`config.mk`:
```
export PLATFORM = sky130hd
export DESIGN_NAME = sl_preceptron_packer
export DESIGN_NICKNAME = d
export VERILOG_FILES = /design/src/rtl/sl_preceptron_pkg.sv /design/src/rtl/sl_preceptron_word_fifo.sv /design/src/rtl/sl_preceptron_packer.sv
export SDC_FILE = /design/constraint.sdc
export NUM_CORES = 1
export LEC_CHECK = 0
export CORE_MARGIN = 2
export CORE_UTILIZATION = 42
export DETAILED_ROUTE_END_ITERATION = 8
export PLACE_DENSITY = 0.6
export SYNTH_ARGS = -nofsm -noshare
export SYNTH_HDL_FRONTEND = slang
export SYNTH_SLANG_ARGS = --single-unit
```
`constraint.sdc`:
```
create_clock -name clk -period 9.4 [get_ports clk]
set_input_delay 1.88 -clock clk [delete_from_list [all_inputs] [get_ports clk]]
set_output_delay 1.88 -clock clk [all_outputs]
set_load 0.02 [all_outputs]
```
`src/rtl/sl_preceptron_pkg.sv`:
```
// Shared definitions for the perceptron output packer.
//   - pack_state_t: packer FSM states ST_IDLE..ST_DONE
//   - DEF_*: default geometry (8-bit results, 4 lanes, 8-entry word FIFO)
//   - entry_width(): FIFO entry width = packed word + keep mask + last flag
package sl_preceptron_pkg;

  localparam int DEF_DATA_WIDTH  = 8;
  localparam int DEF_DATA_LANES  = 4;
  localparam int DEF_FIFO_DEPTH  = 8;
  localparam int DEF_ENTRY_WIDTH = DEF_DATA_WIDTH * DEF_DATA_LANES + DEF_DATA_LANES + 1;

  typedef enum logic [1:0] {
    ST_IDLE  = 2'd0,
    ST_PACK  = 2'd1,
    ST_DRAIN = 2'd2,
    ST_DONE  = 2'd3
  } pack_state_t;

  function automatic int entry_width(input int dw, input int dl);
    return dw * dl + dl + 1;
  endfunction

endpackage

```
`src/rtl/sl_preceptron_word_fifo.sv`:
```
// Synchronous show-ahead word FIFO.
// Ports:
//   clk, rst        clock, synchronous active-high reset
//   push, push_data write one entry (caller guarantees count < DEPTH)
//   pop             consume the head entry (only meaningful with head_valid)
//   head_valid      head entry present on head_data
//   head_data       registered head entry, stable until popped
//   count           total entries held, including the head register
// Storage is an array read through a registered head stage; when the array
// is empty a push goes straight into the head so an empty FIFO presents the
// word one cycle after the push.
module sl_preceptron_word_fifo
  import sl_preceptron_pkg::*;
#(
  parameter int WIDTH = DEF_ENTRY_WIDTH,
  parameter int DEPTH = DEF_FIFO_DEPTH,
  localparam int CNT_W = $clog2(DEPTH + 1),
  localparam int PTR_W = $clog2(DEPTH)
) (
  input  logic             clk,
  input  logic             rst,
  input  logic             push,
  input  logic [WIDTH-1:0] push_data,
  input  logic             pop,
  output logic             head_valid,
  output logic [WIDTH-1:0] head_data,
  output logic [CNT_W-1:0] count
);

  logic [WIDTH-1:0] mem [DEPTH];
  logic [PTR_W-1:0] wr_ptr_reg;
  logic [PTR_W-1:0] rd_ptr_reg;
  logic [CNT_W-1:0] mem_count_reg;
  logic             head_valid_reg;
  logic [WIDTH-1:0] head_data_reg;

  logic load;
  logic mem_nonempty;
  logic bypass;
  logic mem_wr;
  logic mem_rd;

  // The head register refills whenever it is empty or being consumed.
  assign load         = !head_valid_reg || pop;
  assign mem_nonempty = (mem_count_reg != '0);
  assign bypass       = load && !mem_nonempty && push;
  assign mem_wr       = push && !bypass;
  assign mem_rd       = load && mem_nonempty;

  always_ff @(posedge clk) begin
    if (mem_wr) begin
      mem[wr_ptr_reg] <= push_data;
    end
  end

  always_ff @(posedge clk) begin
    if (rst) begin
      wr_ptr_reg     <= '0;
      rd_ptr_reg     <= '0;
      mem_count_reg  <= '0;
      head_valid_reg <= 1'b0;
      head_data_reg  <= '0;
    end else begin
      if (mem_wr) begin
        wr_ptr_reg <= wr_ptr_reg + PTR_W'(1);
      end
      if (mem_rd) begin
        rd_ptr_reg <= rd_ptr_reg + PTR_W'(1);
      end
      mem_count_reg <= mem_count_reg + CNT_W'(mem_wr) - CNT_W'(mem_rd);
      if (load) begin
        if (mem_rd) begin
          head_valid_reg <= 1'b1;
          head_data_reg  <= mem[rd_ptr_reg];
        end else if (push) begin
          head_valid_reg <= 1'b1;
          head_data_reg  <= push_data;
        end else begin
          head_valid_reg <= 1'b0;
        end
      end
    end
  end

  assign head_valid = head_valid_reg;
  assign head_data  = head_data_reg;
  assign count      = mem_count_reg + CNT_W'(head_valid_reg);

endmodule

```
`src/rtl/sl_preceptron_packer.sv`:
```
// 1:4 gear packer for the perceptron output path.
// Collects DATA_LANES results of DATA_WIDTH bits into one lane word (lane 0 =
// first result, in the LSBs), queues words in a small FIFO and hands them to
// the writeback side with a valid/ready handshake. A vector's final result
// flushes a partial word (unused lanes zero, keep mask marks used lanes).
// Ports:
//   clk, rst                 clock, synchronous active-high reset
//   data_in_valid/_ready     result byte handshake
//   data_in, data_in_last    result byte, end-of-vector marker
//   data_out_valid/_ready    packed word handshake
//   data_out, _keep, _last   packed word, lane mask, end-of-vector word
//   start_vector_processing  pulse on the first accepted byte of a vector
//   done_vector_processing   pulse the cycle after the last word leaves
//   err_overflow             sticky protocol error flag
// Build option: SL_PRECEPTRON_PACKER_ERR_EN enables err_overflow, which sets
// when a byte is offered while not ready (including during drain/done).
// Without it err_overflow is tied low and refused bytes are dropped silently.
module sl_preceptron_packer
  import sl_preceptron_pkg::*;
#(
  parameter int DATA_WIDTH = DEF_DATA_WIDTH,
  parameter int DATA_LANES = DEF_DATA_LANES,
  parameter int FIFO_DEPTH = DEF_FIFO_DEPTH
) (
  input  logic                             clk,
  input  logic                             rst,
  input  logic                             data_in_valid,
  input  logic [DATA_WIDTH-1:0]            data_in,
  input  logic                             data_in_last,
  output logic                             data_in_ready,
  output logic                             data_out_valid,
  output logic [DATA_WIDTH*DATA_LANES-1:0] data_out,
  output logic [DATA_LANES-1:0]            data_out_keep,
  output logic                             data_out_last,
  input  logic                             data_out_ready,
  output logic                             start_vector_processing,
  output logic                             done_vector_processing,
  output logic                             err_overflow
);

  localparam int WORD_W  = DATA_WIDTH * DATA_LANES;
  localparam int ENTRY_W = entry_width(DATA_WIDTH, DATA_LANES);
  localparam int CNT_W   = $clog2(FIFO_DEPTH + 1);
  localparam int LANE_W  = $clog2(DATA_LANES);

  pack_state_t state_reg, state_next;
  logic [LANE_W-1:0] lane_idx_reg, lane_idx_next;

  logic [DATA_LANES-1:0][DATA_WIDTH-1:0] word_data;
  logic [DATA_LANES-1:0]                 word_keep;
  logic                                  word_push;
  logic                                  accept;
  logic                                  pop;
  logic                                  lane_last;
  logic [ENTRY_W-1:0]                    head_data;
  logic [CNT_W-1:0]                      fifo_count;

  // Ready depends on registered occupancy only, so a same-cycle pop never
  // opens the input.
  assign data_in_ready = ((state_reg == ST_IDLE) || (state_reg == ST_PACK)) &&
                         (fifo_count < CNT_W'(FIFO_DEPTH));
  assign accept        = data_in_valid && data_in_ready;
  assign pop           = data_out_valid && data_out_ready;
  assign lane_last     = (lane_idx_reg == LANE_W'(DATA_LANES - 1));

  // The word pushed this cycle is built combinationally: earlier lanes come
  // from the assembly registers, the current lane takes data_in directly and
  // later lanes are zero. lane_idx is 0 in ST_IDLE, so the same path serves
  // the first byte of a vector.
  generate
    for (genvar gi = 0; gi < DATA_LANES; gi++) begin : g_lane
      logic [DATA_WIDTH-1:0] lane_reg;

      always_ff @(posedge clk) begin
        if (rst) begin
          lane_reg <= '0;
        end else if (accept && (lane_idx_reg == LANE_W'(gi))) begin
          lane_reg <= data_in;
        end
      end

      assign word_data[gi] = (LANE_W'(gi) == lane_idx_reg) ? data_in :
                             (LANE_W'(gi) <  lane_idx_reg) ? lane_reg : '0;
      assign word_keep[gi] = (LANE_W'(gi) <= lane_idx_reg);
    end
  endgenerate

  always_ff @(posedge clk) begin
    if (rst) begin
      state_reg    <= ST_IDLE;
      lane_idx_reg <= '0;
    end else begin
      state_reg    <= state_next;
      lane_idx_reg <= lane_idx_next;
    end
  end

  always_comb begin
    state_next              = state_reg;
    lane_idx_next           = lane_idx_reg;
    word_push               = 1'b0;
    start_vector_processing = 1'b0;
    case (state_reg)
      ST_IDLE, ST_PACK: begin
        if (accept) begin
          start_vector_processing = (state_reg == ST_IDLE);
          word_push = lane_last || data_in_last;
          if (data_in_last) begin
            state_next    = ST_DRAIN;
            lane_idx_next = '0;
          end else begin
            state_next    = ST_PACK;
            lane_idx_next = lane_last ? '0 : lane_idx_reg + LANE_W'(1);
          end
        end
      end
      ST_DRAIN: begin
        // Leave as the final word is handed off, so done lands on the
        // cycle right after that handshake.
        if ((fifo_count == '0) || ((fifo_count == CNT_W'(1)) && pop)) begin
          state_next = ST_DONE;
        end
      end
      ST_DONE: begin
        state_next = ST_IDLE;
      end
      default: begin
        state_next = ST_IDLE;
      end
    endcase
  end

  assign done_vector_processing = (state_reg == ST_DONE);

  sl_preceptron_word_fifo #(
    .WIDTH (ENTRY_W),
    .DEPTH (FIFO_DEPTH)
  ) u_word_fifo (
    .clk        (clk),
    .rst        (rst),
    .push       (word_push),
    .push_data  ({data_in_last, word_keep, word_data}),
    .pop        (pop),
    .head_valid (data_out_valid),
    .head_data  (head_data),
    .count      (fifo_count)
  );

  assign data_out      = head_data[WORD_W-1:0];
  assign data_out_keep = head_data[WORD_W +: DATA_LANES];
  assign data_out_last = head_data[ENTRY_W-1];

`ifdef SL_PRECEPTRON_PACKER_ERR_EN
  logic err_reg;

  always_ff @(posedge clk) begin
    if (rst) begin
      err_reg <= 1'b0;
    end else if (data_in_valid && !data_in_ready) begin
      err_reg <= 1'b1;
    end
  end

  assign err_overflow = err_reg;
`else
  assign err_overflow = 1'b0;
`endif

endmodule

```
==> run summary, run 1 <==
crit share post-route: 59.0%
Synthesis Warnings: 0
CTS sink cnt: 367
worst r2r src: lane_idx_reg[1]$_SDFFE_PP0P_
setup repair after global routing missed its margin: no
Hold Path Depth: 1
DRT iter0 DRCs: 632
Die Y: 193 um
# Post-CTS Setup Buffers: 0
status: finished, final reports clean
kind of critical path: in -> reg
Tot Pwr: 4740 uW
synth unique cells: 53
Syn-to-layout area delta: 14.7%
detailed placement HPWL: 20000 um
Static Leak: 0.00582 uW
hold crit path type: reg -> reg
Die W: 193 um
fmax: 0.180 GHz
via count: 8587
fillers: 3013
Hold EP: u_word_fifo.head_data[32]$_SDFFE_PP0P_
largest net degree at the start of global routing: 65
DRT antenna net count: 0
clk root buf: clkbuf_16
crit path time final: 5.55 ns
Slew HR: 21.6%
fin nets: 1073
# Max-Cap Violations: 0
Setup crit start kind: input port
Worst VDD drop: 0.194 mV
Slew @ Worst Pin: 1.17 ns
Worst setup EP type: flip-flop
sequential share of the synthesized area: 68.4%
worst endpoint data arrival time: 5.70 ns
Clock Path Buffers: 3
vias in the first global route: 8671
layout cells sized above 1: 11.0%
antenna violations before repair: 1
Net Count, Synth: 1036
worst hold slack: 0.483 ns
setup TNS: 0 ns
initial core utilization: 42.4%
commonest non-fill, non-tap cell in the layout: edfxtp_1
post-synth top area share: 57.8%
DR vias/cell: 5.59
clock tree from TritonCTS: done
Cells after Synth: 1006
CORE AREA: 35300 sq um
pwr/cell area: 276 nW/um^2
Synth Area per Inst: 14.9 sq um
Routed wire per std cell: 22.7 um
Seq cells post-synth: 367
Setup crit start: data_in_last
Clock Skews: 0.0190 ns
most frequent cells in the layout: edfxtp_1, mux2i_1, dfxtp_1
Post-synth EDFFs: 288
DIE AREA: 37200 sq um
Cell Area, Synth: 15000 sq um
Worst-Skew Late Latency: 0.53 ns
max reg flops: 288
Remaining Overflow, GRT: 0
FF-to-FF path depth: 7
first-pass GRT wire length: 52800 um
Final GP Congestion: 0.752
Rows: 69
post-synth top area cell: edfxtp_1
final core utilization: 48.6%
H-Tree Depth: 2
final hold viol count: 0
drc violations: 0
Most used DFF post-synth: edfxtp_1
ranking of synthesized cells by area: edfxtp_1, mux2i_1, dfxtp_1
Placement Cell Area: 15900 sq um
drt first pass iters: 5
Routed WL: 34900 um
worst reg2reg setup slack: 4.90 ns
FF-to-FF End: u_word_fifo.mem[0][5]$_DFFE_PP_
I/O pin cnt: 55
ys async rst share: 0%
Clock Pin Slew Worst Setup and Hold Paths: 0.06 ns
Final setup viols: 0
hold path startpoint: u_word_fifo.head_data[32]$_SDFFE_PP0P_
post_cts resized: 0
cts-stage hold buffer count: 0
WP data required: 9.55 ns
fin area: 17200 sq um
PortBufs: 53
Total Routing Usage GR: 18.9%
CTS Buf Count: 39
CP Max Fanout: 40
Slew Limit Fails: 0
==> worst max-delay path, cell delays in order <==
cell             delay (ns)
clkdlybuf4s50_1        0.78
o21a_1                 0.27
o21a_2                 0.82
nand2_1                0.37
nor4_2                 0.94
buf_4                  0.60
==> area by class of cell <==
class	instances	area, sq um	share of cell area (%)
diodes	1	2.50	0.0146
clock buffers	59	1170	6.84
inverters	14	52.6	0.306
flip-flops and latches	367	10200	59.6
multi-input cells	549	4380	25.5
well taps	461	577	3.36
clock inverters	13	73.8	0.430
repair buffers	72	668	3.89
==> worst max path at each step <==
stage                                       endpoint  slack [ns]
floorplan            u_word_fifo.mem[0][0]$_DFFE_PP_        2.84
global placement    u_word_fifo.mem[0][21]$_DFFE_PP_        3.53
detailed placement  u_word_fifo.mem[0][20]$_DFFE_PP_        3.37
CTS                  u_word_fifo.mem[0][1]$_DFFE_PP_        3.90
global route        u_word_fifo.mem[0][23]$_DFFE_PP_        3.65
finish               u_word_fifo.mem[0][5]$_DFFE_PP_        3.85
==> metal layers <==
metal,global-route usage (%),up-vias,routed length (um)
li1,-,4010,-
met1,26.4,4326,16000
met2,31.0,198,16700
met3,2.56,53,1490
met4,5.46,0,723
met5,0,-,0
==> through the flow <==
stage | instances | setup slack (ns)
finish | 1536 | 3.85
global route | 1536 | 3.65
CTS | 1535 | 3.90
detailed placement | 1463 | 3.37
global placement | 1463 | 3.53
floorplan | 1006 | 2.84
==> cells in the mapped netlist (2+ instances only) <==
| cell | number |
|---|---|
| edfxtp_1 | 288 |
| mux2i_1 | 161 |
| dfxtp_1 | 79 |
| a22oi_1 | 67 |
| clkbuf_1 | 38 |
| nor2_1 | 38 |
| nand3_1 | 34 |
| nand2_1 | 27 |
| a31oi_1 | 26 |
| o211ai_1 | 26 |
| nand4_1 | 25 |
| buf_4 | 20 |
| a211oi_1 | 17 |
| ha_1 | 16 |
| buf_2 | 13 |
| inv_1 | 13 |
| o21ai_0 | 12 |
| and2_1 | 10 |
| a21oi_1 | 9 |
| mux2_2 | 9 |
| a22o_1 | 8 |
| a32oi_1 | 8 |
| nor2b_1 | 8 |
| nand2b_1 | 5 |
| nor3_1 | 5 |
| buf_1 | 4 |
| mux4_2 | 4 |
| xnor2_1 | 4 |
| o211ai_2 | 3 |
| a311oi_1 | 2 |
| o21a_1 | 2 |
| or2_2 | 2 |
| or3_1 | 2 |
| xor2_1 | 2 |
==> logic make-up after synthesis <==
group / Yosys count / share of synthesized area, %
AO/OA/AOI/OAI: 192 / 9.55
XOR/XNOR: 6 / 0.351
adder cells (fa/ha/maj): 17 / 1.47
buffers and inverters: 90 / 2.92
flip-flops: 367 / 68.4
multiplexers: 174 / 12.0
other: 1 / 0.0251
AND/OR/NAND/NOR: 159 / 5.28
==> where the power goes <==
group / internal [uW] / switching (uW) / leakage, uW / total, uW
clock: 864 / 613 / 0.000617 / 1480
sequential: 1890 / 108 / 0.00333 / 2000
combinational: 510 / 756 / 0.00187 / 1270
total: 3260 / 1480 / 0.00582 / 4740
Power figures use the tool's default switching activity.
==> run 2: changes to the inputs <==
clock period = 5.21 ns   (was 9.4 ns; I/O delays follow)
==> run summary, run 2 (synthesis results as in run 1) <==
CORE AREA: 35300 sq um
initial core utilization: 42.4%
FF-to-FF path depth: 12
setup repair after global routing missed its margin: no
fillers: 2967
hold crit path type: reg -> reg
Setup crit start: u_word_fifo.head_valid$_SDFFE_PP0P_
Worst setup EP type: output pin
DR vias/cell: 5.64
via count: 8718
DRT antenna net count: 0
max reg flops: 288
WP data required: 4.17 ns
Clock Skews: 0.0229 ns
Tot Pwr: 8550 uW
sequential cell area: 10200 sq um
Rows: 69
Final setup viols: 0
drt first pass iters: 5
commonest non-fill, non-tap cell in the layout: edfxtp_1
worst hold slack: 0.482 ns
final hold viol count: 0
antenna violations before repair: 2
DRT iter0 DRCs: 774
Die W: 193 um
layout cells sized above 1: 11.3%
setup TNS: 0 ns
first-pass GRT wire length: 53800 um
clk root buf: clkbuf_16
Slew Limit Fails: 0
Worst VDD drop: 0.300 mV
kind of critical path: reg -> out
post_cts resized: 0
most frequent cells in the layout: edfxtp_1, mux2i_1, dfxtp_1
Total Routing Usage GR: 19.4%
DIE AREA: 37200 sq um
drc violations: 0
H-Tree Depth: 2
Final GP Congestion: 0.764
fmax: 0.248 GHz
cts-stage hold buffer count: 0
Syn-to-layout area delta: 15.3%
clock tree from TritonCTS: done
Die Y: 193 um
crit path time final: 4.03 ns
final core utilization: 48.9%
Clock Path Buffers: 3
PortBufs: 53
worst endpoint data arrival time: 2.98 ns
crit share post-route: 77.3%
Worst setup endpoint: start_vector_processing
Static Leak: 0.00585 uW
status: finished, final reports clean
Setup crit start kind: flip-flop
detailed placement HPWL: 20600 um
Slew HR: 21.6%
worst reg2reg setup slack: 1.78 ns
CTS sink cnt: 367
largest net degree at the start of global routing: 61
Routed WL: 35300 um
pwr/cell area: 496 nW/um^2
Worst-Skew Late Latency: 0.53 ns
Clock Pin Slew Worst Setup and Hold Paths: 0.06 ns
I/O pin cnt: 55
# Post-CTS Setup Buffers: 0
vias in the first global route: 8862
multi-input logic area: 4390 sq um
Remaining Overflow, GRT: 0
CTS Buf Count: 40
Routed wire per std cell: 22.8 um
# Max-Cap Violations: 0
FF-to-FF End: u_word_fifo.mem_count_reg[2]$_SDFF_PP0_
fin nets: 1081
hold path startpoint: u_word_fifo.rd_ptr_reg[1]$_SDFFE_PP0P_
Slew @ Worst Pin: 1.16 ns
CP Max Fanout: 8
worst r2r src: lane_idx_reg[1]$_SDFFE_PP0P_
[run 2: cell count changes in the layout (fill, tap and decap cells not counted), sizes merged]
| cell | delta |
|---|---|
| buf | +7 |
| clkbuf | +4 |
| clkinv | -4 |
| inv | +2 |
[run 2: worst min-delay path by stage]
stage / cells past startpoint / endpoint / slack (ns)
after CTS: 2 / flip-flop / 0.49
final: 2 / flip-flop / 0.48
after global placement: 2 / g_lane[0].lane_reg[2]$_SDFFE_PP0P_ / 0.47
after global routing: 1 / u_word_fifo.head_data[32]$_SDFFE_PP0P_ / 0.50
after detailed placement: 1 / u_word_fifo.head_data[32]$_SDFFE_PP0P_ / 0.47
after floorplan: 2 / flip-flop / 0.45
[run 2: area by class of cell]
cell class / instances / area share [%]
inverters: 14 / 0.305
diodes: 1 / 0.0145
well taps: 461 / 3.34
clock inverters: 11 / 0.370
repair buffers: 79 / 4.47
clock buffers: 63 / 6.77
flip-flops and latches: 367 / 59.3
multi-input cells: 549 / 25.4
[run 2: per-stage QoR]
stage          setup WS, ns  cell area [sq um]  cells
2_1_floorplan         0.312              15000   1006
3_3_place_gp           1.12              16000   1470
3_5_place_dp           1.10              16000   1470
4_1_cts                1.17              17300   1544
5_1_grt                1.03              17300   1544
6_report               1.18              17300   1545
[run 2: per-layer routing]
layer	routed length (um)	track usage (%)	part of all wire (%)
met1	16200	26.9	46
met2	16600	31.4	47
met3	1860	3.47	5.3
met4	692	5.34	2.0
met5	0	0	0
[run 2: where the power goes]
part           internal, uW  leakage, uW  switching (uW)
logic                   929      0.00192            1320
registers              3410      0.00333             247
clock network          1550     0.000604            1100
total                  5880      0.00585            2670
[run 2: worst max-delay path: stages (launching register included)]
cell and delay, ns:
dfxtp_1 0.47, ha_1 0.32, and4b_1 0.51, o21ai_0 0.22, nor2_1 0.28, clkdlybuf4s50_1 0.66
==> run 3: changes to the inputs <==
PLACE_DENSITY = 0.63   (was 0.6)
clock period = 3.6 ns   (was 5.21 ns; I/O delays follow)
==> run summary, run 3 (synthesis results as in run 1) <==
Total Routing Usage GR: 19.5%
Slew @ Worst Pin: 0.916 ns
I/O pin cnt: 55
top layer in use: met4
M1 wire length: 16500 um
status: finished, final reports clean
pwr/cell area: 711 nW/um^2
Clock Skews: 0.0182 ns
met2 WL post-DR: 16700 um
Syn-to-layout area delta: 16.2%
Clock Pin Slew Worst Setup and Hold Paths: 0.06 ns
CORE AREA: 35300 sq um
clock tree from TritonCTS: done
Rows: 69
most frequent cells in the layout: edfxtp_1, mux2i_1, dfxtp_1
crit path time final: 3.38 ns
FF-to-FF End: u_word_fifo.mem_count_reg[2]$_SDFF_PP0_
commonest non-fill, non-tap cell in the layout: edfxtp_1
CP Max Fanout: 8
detailed placement HPWL: 21300 um
first-pass GRT wire length: 54200 um
# Max-Cap Violations: 0
Routed wire per std cell: 22.8 um
Inserted Diodes: 0
Static Leak: 0.00595 uW
layout cells sized above 1: 13.5%
fmax: 0.296 GHz
Worst setup EP type: output pin
Final GP Congestion: 0.801
DR vias/cell: 5.64
met3 wire len: 1510 um
worst endpoint data arrival time: 2.66 ns
fin area: 17400 sq um
H-Tree Depth: 2
worst reg2reg setup slack: 0.94 ns
largest net degree at the start of global routing: 57
via count: 8804
Clock Path Buffers: 3
Remaining Overflow, GRT: 0
Final setup viols: 0
worst r2r src: u_word_fifo.head_valid$_SDFFE_PP0P_
Routed WL: 35600 um
hold path startpoint: u_word_fifo.rd_ptr_reg[1]$_SDFFE_PP0P_
CTS sink cnt: 367
fillers: 2976
drt first pass iters: 5
cts-stage hold buffer count: 0
Placement Cell Area: 16200 sq um
Die W: 193 um
PortBufs: 53
DRT iter0 DRCs: 639
Worst VDD drop: 0.557 mV
antenna violations before repair: 0
initial core utilization: 42.4%
WP data required: 2.88 ns
DIE AREA: 37200 sq um
fin nets: 1102
DRT antenna net count: 0
final core utilization: 49.3%
Slew HR: 38.3%
max reg flops: 288
worst-path cell chain: ha_1, and4b_2, o21ai_0, nor2_1, clkdlybuf4s50_1
hold crit path type: reg -> reg
CTS Buf Count: 38
Slew Limit Fails: 0
Hold Path Depth: 2
Die Y: 193 um
drc violations: 0
CP peak stage delay: 0.64 ns
Setup crit start kind: flip-flop
Worst-Skew Late Latency: 0.53 ns
final hold viol count: 0
setup repair after global routing missed its margin: no
kind of critical path: reg -> out
FF-to-FF path depth: 10
Tot Pwr: 12400 uW
Max stage delay cell, worst path: clkdlybuf4s50_1
vias in the first global route: 8874
crit share post-route: 93.9%
clk root buf: clkbuf_16
-- run 3: changes by cell type in the layout (fill, tap and decap cells not counted), moves of 3 or more --
| cell | before | now |
|---|---|---|
| buf_4 | 22 | 43 |
| clkbuf_1 | 16 | 11 |
| clkbuf_8 | 6 | 2 |
| clkinv_1 | 4 | 1 |
| clkinv_2 | 4 | 11 |
-- run 3: report_power, final --
| group | switching [uW] | internal [uW] | total, uW | leakage (uW) |
|---|---|---|---|---|
| registers | 287 | 4930 | 5210 | 0.00333 |
| clock network | 1610 | 2120 | 3730 | 0.000585 |
| logic | 2010 | 1410 | 3420 | 0.00204 |
| total | 3910 | 8460 | 12400 | 0.00595 |
-- run 3: area by class of cell --
cell class	instances	area, sq um	area share [%]
timing repair buffer	102	968	5.57
multi-input combinational	549	4380	25.2
clock buffer	52	1040	6.01
inverter	14	52.6	0.302
tap	461	577	3.32
sequential	367	10200	58.8
clock inverter	17	138	0.791
-- run 3: worst max-delay path by stage --
stage                                   startpoint                          endpoint  slack [ns]  cells past startpoint
3_3_place_gp                         data_in_valid           start_vector_processing        0.67                      4
2_1_floorplan  u_word_fifo.head_valid$_SDFFE_PP0P_   u_word_fifo.mem[2][0]$_DFFE_PP_       -0.88                      5
4_1_cts        u_word_fifo.head_valid$_SDFFE_PP0P_           start_vector_processing        0.08                      5
3_5_place_dp                          data_in_last  u_word_fifo.mem[4][11]$_DFFE_PP_        0.64                      6
6_report       u_word_fifo.head_valid$_SDFFE_PP0P_           start_vector_processing        0.22                      5
5_1_grt        u_word_fifo.head_valid$_SDFFE_PP0P_           start_vector_processing        0.07                      5
-- run 3: repair_timing --
| item | CTS | global route |
|---|---|---|
| setup endpoints to repair | 0 | 1 |
| resized for setup | 0 | 1 |
| buffers inserted | 0 | 0 |
-- run 3: worst max-delay path, delay by kind of cell (launching register included) --
kind                     cells  cell delay (ns)
buffers and inverters        1             0.64
AND/OR/NAND/NOR              2             0.58
flip-flops                   1             0.42
adder cells (fa/ha/maj)      1             0.31
AO/OA/AOI/OAI                1             0.20
-- run 3: stage by stage --
| step | hold slack (ns) | cells | TNS [ns] | worst slack [ns] |
|---|---|---|---|---|
| finish | 0.488 | 1562 | 0 | 0.219 |
| global route | 0.529 | 1562 | 0 | 0.0703 |
| CTS | 0.495 | 1562 | 0 | 0.0802 |
| detailed placement | 0.485 | 1493 | 0 | 0.639 |
| global placement | 0.467 | 1493 | 0 | 0.666 |
| floorplan | 0.454 | 1006 | -106.39 | -0.882 |
-- run 3: routing by layer --
metal,vias to the layer above,GRT usage [%]
met5,-,0
met4,0,5.73
met3,53,2.47
met2,218,31.4
met1,4467,27.8
li1,4066,-
